## src/rtl/game_sequencer.sv

```systemverilog
// rtl/game_sequencer.sv - run-state sequencer: tick prescaler, countdown, pause, game over, high score
module game_sequencer #(
    parameter int TICK_DIV        = 10_000_000,
    parameter int TICKS_PER_SEC   = 10,
    parameter int COUNT_SECS      = 3,
    parameter int OVER_HOLD_TICKS = 20
) (
    input  logic        clk,
    input  logic        rst,
    input  logic        start,
    input  logic        pause,
    input  logic        mode_in,
    input  logic        fail,
    input  logic [15:0] score,
    output logic        engine_rst_n,
    output logic        step,
    output logic [2:0]  state,
    output logic [3:0]  countdown,
    output logic        mode,
    output logic [15:0] high_score,
    output logic        new_record
);

    localparam int PW = (TICK_DIV > 1) ? $clog2(TICK_DIV) : 1;
    localparam int SW = (TICKS_PER_SEC > 1) ? $clog2(TICKS_PER_SEC) : 1;
    localparam int HW = (OVER_HOLD_TICKS > 0) ? $clog2(OVER_HOLD_TICKS + 1) : 1;

    typedef enum logic [2:0] {
        S_IDLE  = 3'd0,
        S_COUNT = 3'd1,
        S_PLAY  = 3'd2,
        S_PAUSE = 3'd3,
        S_OVER  = 3'd4
    } state_t;

    state_t        state_q, state_d;
    logic [PW-1:0] presc_q, presc_d;
    logic [SW-1:0] sub_q, sub_d;
    logic [HW-1:0] hold_q, hold_d;
    logic [3:0]    countdown_q, countdown_d;
    logic          mode_q, mode_d;
    logic [15:0]   high_score_q, high_score_d;
    logic          new_record_q, new_record_d;
    logic          engine_rst_n_q, engine_rst_n_d;
    logic          step_q, step_d;
    logic          start_q, pause_q;

    logic tick, start_rise, pause_rise;

    assign tick       = (presc_q == PW'(TICK_DIV - 1));
    assign start_rise = start & ~start_q;
    assign pause_rise = pause & ~pause_q;

    always_comb begin
        state_d        = state_q;
        presc_d        = tick ? '0 : presc_q + 1'b1;
        sub_d          = sub_q;
        hold_d         = hold_q;
        countdown_d    = countdown_q;
        mode_d         = mode_q;
        high_score_d   = high_score_q;
        new_record_d   = new_record_q;
        engine_rst_n_d = engine_rst_n_q;
        step_d         = 1'b0;

        case (state_q)
            S_IDLE: begin
                if (start_rise) begin
                    state_d     = S_COUNT;
                    mode_d      = mode_in;
                    countdown_d = 4'(COUNT_SECS);
                    sub_d       = '0;
                end
            end
            S_COUNT: begin
                if (tick) begin
                    if (sub_q == SW'(TICKS_PER_SEC - 1)) begin
                        sub_d       = '0;
                        countdown_d = countdown_q - 4'd1;
                        if (countdown_q == 4'd1) begin
                            state_d        = S_PLAY;
                            engine_rst_n_d = 1'b1;
                        end
                    end else begin
                        sub_d = sub_q + 1'b1;
                    end
                end
            end
            S_PLAY: begin
                step_d = tick & ~fail & ~pause_rise;
                if (fail) begin
                    state_d = S_OVER;
                    hold_d  = HW'(OVER_HOLD_TICKS);
                    if (score > high_score_q) begin
                        high_score_d = score;
                        new_record_d = 1'b1;
                    end else begin
                        new_record_d = 1'b0;
                    end
                end else if (pause_rise) begin
                    state_d = S_PAUSE;
                end
            end
            S_PAUSE: begin
                if (pause_rise) begin
                    state_d = S_PLAY;
                end
            end
            S_OVER: begin
                // Engine is left out of reset so the crash scene stays on screen
                if (start_rise && hold_q == '0) begin
                    state_d        = S_COUNT;
                    mode_d         = mode_in;
                    countdown_d    = 4'(COUNT_SECS);
                    sub_d          = '0;
                    engine_rst_n_d = 1'b0;
                    new_record_d   = 1'b0;
                end else if (tick && hold_q != '0) begin
                    hold_d = hold_q - 1'b1;
                end
            end
            default: begin
                state_d = S_IDLE;
            end
        endcase
    end

    always_ff @(posedge clk or posedge rst) begin
        if (rst) begin
            state_q        <= S_IDLE;
            presc_q        <= '0;
            sub_q          <= '0;
            hold_q         <= '0;
            countdown_q    <= 4'd0;
            mode_q         <= 1'b0;
            high_score_q   <= 16'd0;
            new_record_q   <= 1'b0;
            engine_rst_n_q <= 1'b0;
            step_q         <= 1'b0;
            // Buttons held through reset must not register as a press
            start_q        <= 1'b1;
            pause_q        <= 1'b1;
        end else begin
            state_q        <= state_d;
            presc_q        <= presc_d;
            sub_q          <= sub_d;
            hold_q         <= hold_d;
            countdown_q    <= countdown_d;
            mode_q         <= mode_d;
            high_score_q   <= high_score_d;
            new_record_q   <= new_record_d;
            engine_rst_n_q <= engine_rst_n_d;
            step_q         <= step_d;
            start_q        <= start;
            pause_q        <= pause;
        end
    end

    assign engine_rst_n = engine_rst_n_q;
    assign step         = step_q;
    assign state        = state_q;
    assign countdown    = countdown_q;
    assign mode         = mode_q;
    assign high_score   = high_score_q;
    assign new_record   = new_record_q;

endmodule

```

## config.mk

```make
export PLATFORM = sky130hd
export DESIGN_NAME = game_sequencer
export DESIGN_NICKNAME = d
export VERILOG_FILES = /design/src/rtl/game_sequencer.sv
export SDC_FILE = /design/constraint.sdc
export NUM_CORES = 1
export LEC_CHECK = 0
export CAP_MARGIN = 20
export CORE_MARGIN = 1
export CORE_UTILIZATION = 25
export DETAILED_ROUTE_END_ITERATION = 7
export MAX_ROUTING_LAYER = met4
export SLEW_MARGIN = 30
export SYNTH_ARGS = -nofsm -noshare
export SYNTH_HDL_FRONTEND = slang
export SYNTH_SLANG_ARGS = --single-unit
export TNS_END_PERCENT = 5
```

## constraint.sdc

```tcl
create_clock -name clk -period 5.4 [get_ports clk]
set_input_delay 1.08 -clock clk [delete_from_list [all_inputs] [get_ports clk]]
set_output_delay 1.08 -clock clk [all_outputs]
set_load 0.05 [all_outputs]
```

==> flow_metrics.env, run 1 <==
export IMPL_p_seq_frac=0.389
export IMPL_hp_class="register to register"
export IMPL_place_hpwl_mm=5.37
export IMPL_period_minus_slack_ps=3310
export IMPL_cts_clk_slew_worst_paths_ps=50
export IMPL_yosysTopAreaCellShare=0.438
export IMPL_synthXorXnorAreaFrac=0.0511
export IMPL_avgSynthCellArea_um2=10.3
export IMPL_synth_fp_nets=379
export IMPL_synthTopCellsByArea="dfrtp_1, ha_1, mux2_2, inv_1, nand3_1"
export IMPL_drc=0
export IMPL_synth_ff_type="dfrtp_1"
export IMPL_grt_max_degree=63
export IMPL_wire_per_inst_um=13.5
export IMPL_worst_path_max_delay_cell="a31oi_4"
export IMPL_report_final_slew_viol_count=0
export IMPL_place_ws_ps=1750
export IMPL_hold_viol_final=0
export IMPL_viasPerCell=4.68
export IMPL_numCtsBuffers=9
export IMPL_vias=2664
export IMPL_skew_ps=6.63
export IMPL_worstPathCellList="clkdlybuf4s50_1 -> ha_1 -> nand4_1 -> nor4_2 -> o21ai_1 -> a31oi_4 -> mux2_2"
export IMPL_p_int_uw=963
export IMPL_antenna_found_initial=0
export IMPL_seqCellArea_um2=1550
export IMPL_fp_dieW_um=119
export IMPL_crit_path_max_fanout=17
export IMPL_ys_types=55
export IMPL_diodes=0
export IMPL_power_switching_uw=334
export IMPL_rsz0062_at_grt="false"
export IMPL_cts_sinks=62
export IMPL_tightestPinTransition_ps=848
export IMPL_cp_start_kind="primary input"
export IMPL_multiInputGateArea_um2=1720
export IMPL_die_area_um2=14200
export IMPL_post_cts_buffers=0
export IMPL_final_nets=433
export IMPL_final_cell_mix="dfrtp_1, clkdlybuf4s50_1, inv_1"
export IMPL_combPwrFrac=0.136
export IMPL_yosys_area_share_adder=0.0839
export IMPL_cp_end_kind="register"
export IMPL_grt_pass1_vias=2699
export IMPL_outcome="completed"
export IMPL_synth_compound_area_frac=0.0887
export IMPL_cts_resized=0
export IMPL_powerDensity_nw_per_um2=294
export IMPL_maxCapViolCount=0
export IMPL_clk_insertion_delay_late_ps=330
export IMPL_synth_top_family_by_area="simple AND/OR/NAND/NOR gates"
export IMPL_postCtsHoldBufs=0
export IMPL_routed_wl_mm=7.68
export IMPL_max_slew_margin=0.434
export IMPL_syn_area_um2=3430
export IMPL_ant_nets=0
export IMPL_async_flop_share=1.00
export IMPL_holdPathStages=2
export IMPL_worstPathRequired_ps=5610
export IMPL_pwr_share_clk=0.476
export IMPL_layout_drive_gt1_share=0.107
export IMPL_syn_inst=334
export IMPL_fin_ws_ps=2090
export IMPL_coreArea_um2=13300
export IMPL_synth_top_area_cell="dfrtp_1"
export IMPL_synth_seq_cells=62
export IMPL_path_class="primary input to register"
export IMPL_synth_seq_area_share=0.453
export IMPL_synth_edf_count=0
export IMPL_initial_core_util=0.258
export IMPL_fp_dieH_um=119
export IMPL_p_sw_frac=0.257
export IMPL_yosys_area_share_simple=0.220
export IMPL_setup_viol=0
export IMPL_cts_tree="yes"
export IMPL_cts_buffer_depth=2
export IMPL_ys_warn_count=0
export IMPL_grt_overflow_total=0
export IMPL_port_buffers=48
export IMPL_max_stage_delay_ps=550
export IMPL_htree_num_levels=3
export IMPL_gp_congestion=0.827
export IMPL_ir_worst_vdd_mv=0.146
export IMPL_areaGrowthSynthToFinish_pct=28.7
export IMPL_power_leakage_nw=1.92
export IMPL_r2r_cells=7
export IMPL_tns_ps=0
export IMPL_final_common_cell="dfrtp_1"
export IMPL_grt_pass1_wl_mm=13.1
export IMPL_synthMuxAreaShare=0.0587
export IMPL_finalCritPeriodShare=0.612
export IMPL_cts_root_buf="clkbuf_16"
export IMPL_grt_use_total=0.120
export IMPL_io_pins=49
export IMPL_first_pass_iters=4
export IMPL_fp_row_count=42
export IMPL_drt_iter0_drc=142
export IMPL_fmax_ghz=0.302
export IMPL_final_fill_count=1335
export IMPL_arrival_ps=3520
## worst paths after layout
check	end	startpoint	slack [ps]
min reg2reg	mode	mode	490
max reg2reg	high_score[15]	high_score[13]	2890
max in group asynchronous	presc_q[6]	rst	3560
min	mode	mode	490
min in group asynchronous	new_record	rst	1290
max	high_score[15]	score[13]	2090
## registers in the layout (all words and copies together), names as in the netlist
signal / flops
hold_q: 5
step: 1
engine_rst_n: 1
high_score: 16
countdown: 4
sub_q: 4
pause_q: 1
new_record: 1
mode: 1
start_q: 1
presc_q: 24
state: 3
## synthesized netlist by cell type, types with 2 or more instances
| library cell | n |
|---|---|
| a21oi_1 | 10 |
| a21o_1 | 6 |
| nor3_1 | 6 |
| nand3_1 | 21 |
| xnor2_1 | 12 |
| and4_1 | 3 |
| and2_1 | 5 |
| dfrtp_1 | 60 |
| and3_1 | 12 |
| buf_2 | 2 |
| nor4_1 | 4 |
| o41ai_1 | 2 |
| nand2b_1 | 4 |
| nand2_1 | 24 |
| buf_6 | 2 |
| dfstp_2 | 2 |
| nor2_1 | 20 |
| o31ai_1 | 2 |
| nand3b_1 | 2 |
| or3_1 | 2 |
| o211ai_1 | 4 |
| nor3b_1 | 5 |
| nor4b_1 | 3 |
| o21ai_0 | 8 |
| a31oi_1 | 2 |
| mux2_2 | 17 |
| or4b_1 | 2 |
| ha_1 | 23 |
| inv_1 | 30 |
| xor2_1 | 8 |
| nand4_1 | 7 |
## metal layers
metal  GRT usage  part of all wire  vias to the layer above
met3      0.0364             0.046                        9
met4      0.0403             0.014                        0
li1            -                 -                     1300
met5           -                 0                        -
met2       0.183              0.47                       60
met1       0.150              0.47                     1295
## power groups by stage
stage	Sequential [mW]	Clock, mW	Combinational, mW
after floorplan	0.544	0	0.0802
after global placement	0.511	0	0.175
after detailed placement	0.511	0	0.177
after CTS	0.504	0.633	0.178
after global routing	0.507	0.654	0.193
final	0.504	0.617	0.176
## critical path: cells and delay by family
family	cells	cell delay, ps
multiplexers	1	410
AO/OA/AOI/OAI	2	710
adder cells (fa/ha/maj)	1	320
AND/OR/NAND/NOR	2	560
buffers and inverters	1	430
## cell families after synthesis
family | count (synthesis)
AOI/OAI and AO/OA | 44
xor gates and xnor gates | 20
adders and majority gates | 23
buffers and inverters | 36
DFF | 62
muxes | 18
and+or+nand+nor | 131
## layout make-up
class	count	area share
flip-flops and latches	62	0.352
clock buffers	12	0.0559
repair buffers	49	0.111
multi-input cells	236	0.390
inverters	30	0.0255
well taps	176	0.0499
clock inverters	4	0.0159
## through the flow
step | cell area, um2 | utilization | total power [mW] | hold WS, ps | instances
final | 4410 | 0.332 | 1.30 | 486 | 569
after global routing | 4410 | 0.332 | 1.35 | 516 | 569
after global placement | 4100 | 0.308 | 0.686 | 458 | 553
after floorplan | 3430 | - | 0.624 | 451 | 334
after detailed placement | 4100 | 0.308 | 0.689 | 479 | 553
after CTS | 4410 | 0.332 | 1.31 | 491 | 569
Power figures use the tool's default switching activity.
==> run 2: changes to the inputs <==
Clock period 5.4 ns to 2.9 ns, I/O delays scaled along.
==> run 2 against run 1 <==
Non-clock buffer count grew 5. Wire length shrank 0.78%. Critical path type unchanged. Sequential power rose by 87%. Die area did not move.
==> flow_metrics.env, run 2 (same netlist as run 1, synthesis figures left out) <==
export IMPL_maxCapViolCount=0
export IMPL_place_hpwl_mm=5.51
export IMPL_areaGrowthSynthToFinish_pct=31.0
export IMPL_skew_ps=6.69
export IMPL_place_area_um2=4150
export IMPL_drc=0
export IMPL_grt_pass1_vias=2686
export IMPL_top_register="presc_q"
export IMPL_grt_use_total=0.119
export IMPL_wire_per_inst_um=13.3
export IMPL_place_ws_ps=8.67
export IMPL_critical_path_top_delay_family="buffers and inverters"
export IMPL_max_slew_margin=0.612
export IMPL_cts_tree="yes"
export IMPL_cts_root_buf="clkbuf_16"
export IMPL_antenna_found_initial=0
export IMPL_cts_clk_slew_worst_paths_ps=60
export IMPL_max_stage_delay_ps=440
export IMPL_hp_class="register to register"
export IMPL_cts_buffer_depth=2
export IMPL_grt_pass1_wl_mm=13.0
export IMPL_worstPathRequired_ps=3110
export IMPL_die_area_um2=14200
export IMPL_ant_nets=0
export IMPL_vias=2691
export IMPL_final_common_cell="dfrtp_1"
export IMPL_first_pass_iters=4
export IMPL_hold_viol_final=0
export IMPL_layout_drive_gt1_share=0.123
export IMPL_place_inst=558
export IMPL_worst_path_max_delay_cell="clkdlybuf4s50_1"
export IMPL_cp_end_kind="register"
export IMPL_grt_max_degree=42
export IMPL_cp_start_kind="primary input"
export IMPL_crit_path_max_fanout=6
export IMPL_rsz0062_at_grt="false"
export IMPL_postCtsHoldBufs=0
export IMPL_report_final_slew_viol_count=0
export IMPL_drt_iter0_drc=152
export IMPL_cts_resized=0
export IMPL_clk_insertion_delay_late_ps=330
export IMPL_fin_cells=574
export IMPL_viasPerCell=4.69
export IMPL_numCtsBuffers=9
export IMPL_path_class="primary input to register"
export IMPL_r2r_cells=8
export IMPL_fin_ws_ps=340
export IMPL_worstPathCellList="clkdlybuf4s50_1 -> ha_1 -> nand4_1 -> nor4_2 -> o21ai_1 -> a31oi_4 -> buf_4 -> mux2_2"
export IMPL_fp_dieH_um=119
export IMPL_cp_buffers_inverters=2
export IMPL_tightestPinTransition_ps=581
export IMPL_cp_depth=8
export IMPL_routed_wl_mm=7.62
export IMPL_holdPathStages=2
export IMPL_final_cell_mix="dfrtp_1, clkdlybuf4s50_1, inv_1"
export IMPL_largest_register_ffs=24
export IMPL_grt_overflow_total=0
export IMPL_initial_core_util=0.258
export IMPL_gp_congestion=0.854
export IMPL_coreArea_um2=13300
export IMPL_powerDensity_nw_per_um2=563
export IMPL_fp_dieW_um=119
export IMPL_io_pins=49
export IMPL_fmax_ghz=0.391
export IMPL_fp_row_count=42
export IMPL_power_leakage_nw=1.96
export IMPL_arrival_ps=2770
export IMPL_diodes=0
export IMPL_design_area_um2=4490
export IMPL_htree_num_levels=3
export IMPL_post_cts_buffers=0
export IMPL_outcome="completed"
export IMPL_period_minus_slack_ps=2560
export IMPL_tns_ps=0
export IMPL_setup_viol=0
export IMPL_cts_sinks=62
export IMPL_final_util=0.338
export IMPL_finalCritPeriodShare=0.883
export IMPL_port_buffers=48
export IMPL_ir_worst_vdd_mv=0.325
export IMPL_final_nets=438
[run 2: changes by cell type in the layout (fill, tap and decap cells not counted)]
cell	before	now
clkinv_2	2	0
clkbuf_8	1	0
buf_4	1	5
bufinv_16	2	3
clkinv_4	0	2
clkinvlp_4	0	2
buf_12	0	1
clkbuf_1	2	0
[run 2: routing by layer]
metal  wire [um]  track usage  up-vias  share of wire
li1            -            -     1311              -
met1        3640        0.146     1315           0.48
met2        3560        0.188       59           0.47
met3         358       0.0374        6          0.047
met4          68       0.0332        0         0.0089
met5           0            -        -              0
[run 2: area by class of cell]
type / instances / area (um2)
well taps: 176 / 220
flip-flops and latches: 62 / 1550
repair buffers: 54 / 538
fillers: 1319 / 8800
clock buffers: 9 / 225
clock inverters: 7 / 123
inverters: 30 / 113
multi-input cells: 236 / 1720
[run 2: path summary, 6_finish.rpt]
path | to | startpoint | slack, ps
worst min-delay path | mode | mode | 480
max in group asynchronous | presc_q[3] | rst | 1690
min in group asynchronous | new_record | rst | 610
worst max register to register | high_score[4] | high_score[13] | 650
worst min register to register | mode | mode | 480
worst max-delay path | high_score[4] | score[13] | 340
[run 2: through the flow]
step	total power, mW	hold slack, ps
2_1_floorplan	1.16	451
3_3_place_gp	1.29	458
3_5_place_dp	1.30	466
4_1_cts	2.56	480
5_1_grt	2.63	497
6_report	2.53	479
[run 2: power breakdown]
group / internal, mW / switching, mW
Clock: 0.842 / 0.409
Combinational: 0.134 / 0.207
Sequential: 0.896 / 0.0436
Total: 1.87 / 0.659
[run 2: tightest hold or removal path, cell delays in order (launching register included)]
cell and delay, ps:
dfrtp_1 340, nand2_1 50, nand2_1 60
